`config.mk`:
```
export PLATFORM = sky130hd
export DESIGN_NAME = uncache_data_responder
export DESIGN_NICKNAME = d
export VERILOG_FILES = /design/src/rtl/uncache_data_responder_pkg.sv /design/src/rtl/uncache_data_responder.sv
export SDC_FILE = /design/constraint.sdc
export NUM_CORES = 1
export LEC_CHECK = 0
export ABC_AREA = 1
export BUFFER_PORTS_ARGS = -buffer_cell sky130_fd_sc_hd__buf_2
export CAP_MARGIN = 20
export CORE_UTILIZATION = 40
export CTS_CLUSTER_SIZE = 40
export DETAILED_ROUTE_END_ITERATION = 8
export PLACE_DENSITY = 0.77
export SLEW_MARGIN = 20
export SYNTH_ARGS = -nofsm -noshare
export SYNTH_HDL_FRONTEND = slang
export SYNTH_SLANG_ARGS = --single-unit
```
`constraint.sdc`:
```
create_clock -name clk -period 1.7 [get_ports clk]
set_input_delay 0.085 -clock clk [delete_from_list [all_inputs] [get_ports clk]]
set_output_delay 0.085 -clock clk [all_outputs]
set_load 0.03 [all_outputs]
```
`src/rtl/uncache_data_responder_pkg.sv`:
```
// Shared types for the uncached data path between the MEM stage and the bus bridge.
package uncache_data_responder_pkg;

    localparam int REQ_ADDR_W = 32;
    localparam int REQ_DATA_W = 32;
    localparam int REQ_STRB_W = REQ_DATA_W / 8;

    // Access size encodings carried on req_size / rd_size / wr_size.
    localparam logic [1:0] SIZE_B = 2'd0;
    localparam logic [1:0] SIZE_H = 2'd1;
    localparam logic [1:0] SIZE_W = 2'd2;

    // Encoding is visible on the dbg_state port, so IDLE is pinned to zero.
    typedef enum logic [2:0] {
        ST_IDLE    = 3'd0,
        ST_RD_REQ  = 3'd1,
        ST_RD_WAIT = 3'd2,
        ST_WR_REQ  = 3'd3,
        ST_WR_WAIT = 3'd4,
        ST_RESP    = 3'd5,
        ST_DRAIN   = 3'd6
    } uncache_state_e;

    // One data request as seen on the LSU port.
    typedef struct packed {
        logic                  we;
        logic [REQ_ADDR_W-1:0] addr;
        logic [1:0]            size;
        logic [REQ_STRB_W-1:0] wstrb;
        logic [REQ_DATA_W-1:0] wdata;
    } dreq_t;

endpackage

```
`src/rtl/uncache_data_responder.sv`:
```
// Uncached data responder: takes one load/store from the LSU port, runs it on an
// SRAM-like read/write bus and returns a one-cycle data_ok. A flush after the
// bus has accepted the transfer lets it finish (DRAIN) but suppresses the reply.
//
// Handshakes: a bus request transfers on the cycle where rd_req&rd_rdy (or
// wr_req&wr_rdy) are both high at the clock edge; rd_req/wr_req and their fields
// stay stable until then. ret_valid / wr_done are single-cycle completion strobes
// that are only consumed in RD_WAIT/WR_WAIT/DRAIN. On the LSU side req_valid is
// held by the requester until data_ok and is only sampled in IDLE.
module uncache_data_responder
    import uncache_data_responder_pkg::*;
#(
    parameter int ADDR_WIDTH = 32,
    parameter int DATA_WIDTH = 32,
    parameter int STRB_WIDTH = 4
) (
    input  logic                  clk,
    input  logic                  rst,
    input  logic                  req_valid,
    input  logic                  req_we,
    input  logic [ADDR_WIDTH-1:0] req_addr,
    input  logic [1:0]            req_size,
    input  logic [STRB_WIDTH-1:0] req_wstrb,
    input  logic [DATA_WIDTH-1:0] req_wdata,
    input  logic                  flush,
    output logic                  data_ok,
    output logic [DATA_WIDTH-1:0] rdata,
    output logic                  cache_miss,
    output logic                  rd_req,
    output logic [ADDR_WIDTH-1:0] rd_addr,
    output logic [1:0]            rd_size,
    input  logic                  rd_rdy,
    input  logic                  ret_valid,
    input  logic [DATA_WIDTH-1:0] ret_data,
    output logic                  wr_req,
    output logic [ADDR_WIDTH-1:0] wr_addr,
    output logic [1:0]            wr_size,
    output logic [STRB_WIDTH-1:0] wr_wstrb,
    output logic [DATA_WIDTH-1:0] wr_data,
    input  logic                  wr_rdy,
    input  logic                  wr_done,
    output logic [2:0]            dbg_state
);

    uncache_state_e        state_q, state_d;
    logic                  data_ok_q, data_ok_d;
    logic                  cache_miss_q, cache_miss_d;
    logic                  rd_req_q, rd_req_d;
    logic                  wr_req_q, wr_req_d;
    logic [DATA_WIDTH-1:0] rdata_q, rdata_d;
    logic                  we_q, we_d;
    logic [ADDR_WIDTH-1:0] addr_q, addr_d;
    logic [1:0]            size_q, size_d;
    logic [STRB_WIDTH-1:0] wstrb_q, wstrb_d;
    logic [DATA_WIDTH-1:0] wdata_q, wdata_d;

    // Next-state and next-output logic for the transfer FSM and request register.
    always_comb begin
        state_d      = state_q;
        data_ok_d    = 1'b0;
        cache_miss_d = cache_miss_q;
        rd_req_d     = rd_req_q;
        wr_req_d     = wr_req_q;
        rdata_d      = rdata_q;
        we_d         = we_q;
        addr_d       = addr_q;
        size_d       = size_q;
        wstrb_d      = wstrb_q;
        wdata_d      = wdata_q;

        case (state_q)
            ST_IDLE: begin
                cache_miss_d = 1'b0;
                if (req_valid && !flush) begin
                    we_d         = req_we;
                    addr_d       = req_addr;
                    size_d       = req_size;
                    wstrb_d      = req_wstrb;
                    wdata_d      = req_wdata;
                    cache_miss_d = 1'b1;
                    if (req_we) begin
                        state_d  = ST_WR_REQ;
                        wr_req_d = 1'b1;
                    end else begin
                        state_d  = ST_RD_REQ;
                        rd_req_d = 1'b1;
                    end
                end
            end

            ST_RD_REQ: begin
                // Once the bus has taken the read it must be allowed to finish.
                if (rd_rdy) begin
                    rd_req_d = 1'b0;
                    state_d  = flush ? ST_DRAIN : ST_RD_WAIT;
                end else if (flush) begin
                    rd_req_d     = 1'b0;
                    cache_miss_d = 1'b0;
                    state_d      = ST_IDLE;
                end
            end

            ST_RD_WAIT: begin
                if (ret_valid) begin
                    cache_miss_d = 1'b0;
                    if (flush) begin
                        state_d = ST_IDLE;
                    end else begin
                        rdata_d   = ret_data;
                        data_ok_d = 1'b1;
                        state_d   = ST_RESP;
                    end
                end else if (flush) begin
                    state_d = ST_DRAIN;
                end
            end

            ST_WR_REQ: begin
                if (wr_rdy) begin
                    wr_req_d = 1'b0;
                    state_d  = flush ? ST_DRAIN : ST_WR_WAIT;
                end else if (flush) begin
                    wr_req_d     = 1'b0;
                    cache_miss_d = 1'b0;
                    state_d      = ST_IDLE;
                end
            end

            ST_WR_WAIT: begin
                if (wr_done) begin
                    cache_miss_d = 1'b0;
                    if (flush) begin
                        state_d = ST_IDLE;
                    end else begin
                        data_ok_d = 1'b1;
                        state_d   = ST_RESP;
                    end
                end else if (flush) begin
                    state_d = ST_DRAIN;
                end
            end

            ST_RESP: begin
                // data_ok is high during this cycle; new requests wait for IDLE.
                cache_miss_d = 1'b0;
                state_d      = ST_IDLE;
            end

            ST_DRAIN: begin
                // Swallow the completion of a killed transfer without replying.
                if (we_q ? wr_done : ret_valid) begin
                    cache_miss_d = 1'b0;
                    state_d      = ST_IDLE;
                end
            end

            default: begin
                cache_miss_d = 1'b0;
                rd_req_d     = 1'b0;
                wr_req_d     = 1'b0;
                state_d      = ST_IDLE;
            end
        endcase
    end

    // State and registered outputs; active-low synchronous reset clears everything.
    always_ff @(posedge clk) begin
        if (!rst) begin
            state_q      <= ST_IDLE;
            data_ok_q    <= 1'b0;
            cache_miss_q <= 1'b0;
            rd_req_q     <= 1'b0;
            wr_req_q     <= 1'b0;
            rdata_q      <= '0;
            we_q         <= 1'b0;
            addr_q       <= '0;
            size_q       <= '0;
            wstrb_q      <= '0;
            wdata_q      <= '0;
        end else begin
            state_q      <= state_d;
            data_ok_q    <= data_ok_d;
            cache_miss_q <= cache_miss_d;
            rd_req_q     <= rd_req_d;
            wr_req_q     <= wr_req_d;
            rdata_q      <= rdata_d;
            we_q         <= we_d;
            addr_q       <= addr_d;
            size_q       <= size_d;
            wstrb_q      <= wstrb_d;
            wdata_q      <= wdata_d;
        end
    end

    assign data_ok    = data_ok_q;
    assign rdata      = rdata_q;
    assign cache_miss = cache_miss_q;
    assign rd_req     = rd_req_q;
    assign rd_addr    = addr_q;
    assign rd_size    = size_q;
    assign wr_req     = wr_req_q;
    assign wr_addr    = addr_q;
    assign wr_size    = size_q;
    assign wr_wstrb   = wstrb_q;
    assign wr_data    = wdata_q;
    assign dbg_state  = state_q;

endmodule

```
==> results.py <==
metrics = {
    "outcome": {
        "status": "finished clean",
    },
    "cts": {
        "clk_pin_slew_ns": 0.10,
        "clkSinkCount": 110,
        "h-tree-depth": 3,
        "tritoncts": "yes",
        "clock_latency_ns": 0.35,
        "cts_buffers": 9,
        "cts_buffer_depth": 2,
        "cts_setup_buffers": 0,
        "clock-root-buffer": "clkbuf_8",
    },
    "finish": {
        "final_cells": 1023,
        "multi_input_area_um2": 1630,
        "drive_gt1_share_pct": 32.9,
        "area_delta_synth_final_pct": 52.0,
        "layout_commonest_cell": "buf_2",
        "layout_common_cells": "buf_2, nor2_1, dfxtp_1",
        "final_area_um2": 6680,
        "seqCellArea_um2": 2200,
        "final_core_util_pct": 63.8,
        "fill_cells": 889,
        "nNetsFinal": 994,
        "antenna_cells": 0,
    },
    "critical_path": {
        "slowest_delay_ns": 0.35,
        "cp.arrival_ns": 1.76,
        "crit_family": "buffers and inverters",
        "required_ns": 2.00,
        "crit-reg2reg-launch": "dbg_state[2]$_SDFFE_PN0P_",
        "crit_chain": "inv_4 -> nand2_2 -> nor2_2 -> nand2_2 -> inv_2 -> buf_12 -> nor2_1 -> nor2_1",
        "crit_buf_inv": 3,
        "slowest_stage": "dfxtp_1",
        "crit_fanout": 44,
        "cp-end-kind": "flop",
        "crit_type": "reg2reg",
        "ff2ff_setup_slack_ns": 0.23,
        "worstReg2RegEnd": "rd_addr[31]$_SDFFE_PN0P_",
        "r2r_cells": 8,
        "start_kind": "flop",
    },
    "logic_synthesis": {
        "synth_nets": 686,
        "synthCells": 575,
        "avgSynthCellArea_um2": 7.64,
        "netlist_area_um2": 4390,
        "synth_cell_type_count": 22,
        "ys_seq_elements": 110,
        "yosys_warnings": 0,
        "yosysSeqAreaShare_pct": 50.2,
    },
    "sta": {
        "skew_ns": 0.00359,
        "maxSlewViolCount": 0,
        "setup_tns_ns": 0,
        "setup_viol": 0,
        "rsz0062_at_grt": "no",
        "period_needed_ns": 1.47,
        "max_freq_ghz": 0.682,
        "holdWs_ns": 0.0186,
        "final.period_utilization_pct": 86.3,
        "hold_viol": 0,
        "slew_headroom_pct": 79.5,
        "tightest_slew_ns": 0.306,
    },
    "power": {
        "ir_worst_vdd_v": 0.000567,
        "switching_power_mw": 2.47,
        "switching_share_pct": 36.3,
        "power.leakage_nw": 3.33,
        "pwr-share-clk_pct": 23.7,
        "power_density_nw_per_um2": 1020,
        "combPwrFrac_pct": 32.4,
        "p_int_mw": 4.34,
        "power_frac_seq_pct": 43.9,
    },
    "global_route": {
        "grt_pass1_vias": 4384,
        "track_usage_pct": 22.7,
        "grt_max_degree": 60,
        "overflow": 0,
        "grt_first_pass_wirelength_mm": 20.6,
        "antenna_found_initial": 0,
    },
    "floorplanning": {
        "die-area_um2": 11400,
        "start_util_pct": 42.0,
        "ioPinCount": 254,
        "core.rowCount": 37,
        "core_um2": 10500,
        "die_h_um": 107,
        "die_w_um": 107,
    },
    "min_path": {
        "min_delay_worst_endpoint": "rdata[8]$_SDFFE_PN0P_",
        "hold_depth": 3,
        "min_from": "ret_data[8]",
        "hp-class": "in2reg",
    },
    "detailed_routing": {
        "drt_iter0_markers": 436,
        "drcViolationCount": 0,
        "drt_wl_total_mm": 13.6,
        "dr.pass1.iters": 7,
        "drtAntennaViolNets": 0,
        "dr_total_vias": 4822,
        "wl_per_cell_um": 13.3,
        "vias_per_cell": 4.71,
    },
    "placement": {
        "place_inst": 909,
        "place_area_um2": 5480,
        "dp_hpwl_mm": 8.21,
        "gp_congestion": 0.881,
        "io_buffers": 253,
    },
    "flow_run": {
        "cap_violations": 0,
    },
}
## final cells by class
cell class              instances  area share, %
repair buffers                365           36.0
flip-flops and latches        110           33.0
multi-input cells             381           24.4
well taps                     136           2.55
clock buffers                  10           2.06
clock inverters                 5          0.993
inverters                      16          0.937
## flip-flops by register name, summed over array words and instances (netlist names)
signal      count
cache_miss      1
data_ok         1
dbg_state       3
rd_addr        32
rd_req          1
rd_size         2
rdata          32
we_q            1
wr_data        32
wr_req          1
wr_wstrb        4
## worst max-delay path by stage
| stage | from | cells past startpoint | end |
|---|---|---|---|
| after global routing | dbg_state[2]$_SDFFE_PN0P_ | 8 | wr_data[15]$_SDFFE_PN0P_ |
| after global placement | dbg_state[2]$_SDFFE_PN0P_ | 8 | wr_data[10]$_SDFFE_PN0P_ |
| final | dbg_state[2]$_SDFFE_PN0P_ | 8 | rd_addr[31]$_SDFFE_PN0P_ |
| after detailed placement | dbg_state[2]$_SDFFE_PN0P_ | 8 | rd_addr[17]$_SDFFE_PN0P_ |
| after floorplan | dbg_state[1]$_SDFFE_PN0P_ | 6 | rdata[10]$_SDFFE_PN0P_ |
| after CTS | dbg_state[2]$_SDFFE_PN0P_ | 8 | rd_addr[17]$_SDFFE_PN0P_ |
## stage by stage
step	power, mW	setup slack [ns]
floorplan	4.57	0.285
global placement	5.03	0.324
detailed placement	5.05	0.262
CTS	6.85	0.240
global route	7.18	0.108
finish	6.81	0.233
## synth_stat cells, drive strengths merged
cell type	count	share of area, %
a211oi	1	0.17
a21oi	6	0.68
buf	54	10
clkbuf	14	1.2
dfxtp	110	50
inv	16	1.4
nand2	26	2.4
nand3	13	1.6
nand4	2	0.28
nor2	220	19
nor3	1	0.23
o211ai	1	0.17
o21a	1	0.17
o21ai	110	13
## cells by family (layout without fill, tap and decap cells)
logic type	count (synthesis)	count (layout)	share of synthesized area [%]
flip-flops	110	110	50.2
AND/OR/NAND/NOR	262	262	23.4
AO/OA/AOI/OAI	119	119	13.7
buffers and inverters	84	396	12.7
## worst min-delay path: stages
cell and delay, ns:
buf_2 0.07, o21ai_0 0.09, nor2_1 0.09
## repair_timing
item                      CTS  global route
hold endpoints to repair   99             0
gates resized for setup     0             0
hold buffers               99             0
## layer usage
metal	share of wire (%)	track usage [%]	wire length (um)	vias up
met3	6.3	4.92	857	35
met2	51	41.9	6930	229
met4	3.2	9.49	434	0
met5	0	0	0	-
met1	39	24.9	5360	2148
li1	-	-	-	2410
## power groups by stage
stage,Combinational (mW),Sequential [mW],Clock (mW)
final,2.21,2.99,1.61
after global routing,2.38,3.02,1.78
after CTS,2.19,2.98,1.68
after detailed placement,2.00,3.04,0
after global placement,1.99,3.03,0
after floorplan,1.02,3.55,0
Note: power is estimated with default switching activity, not from simulation.
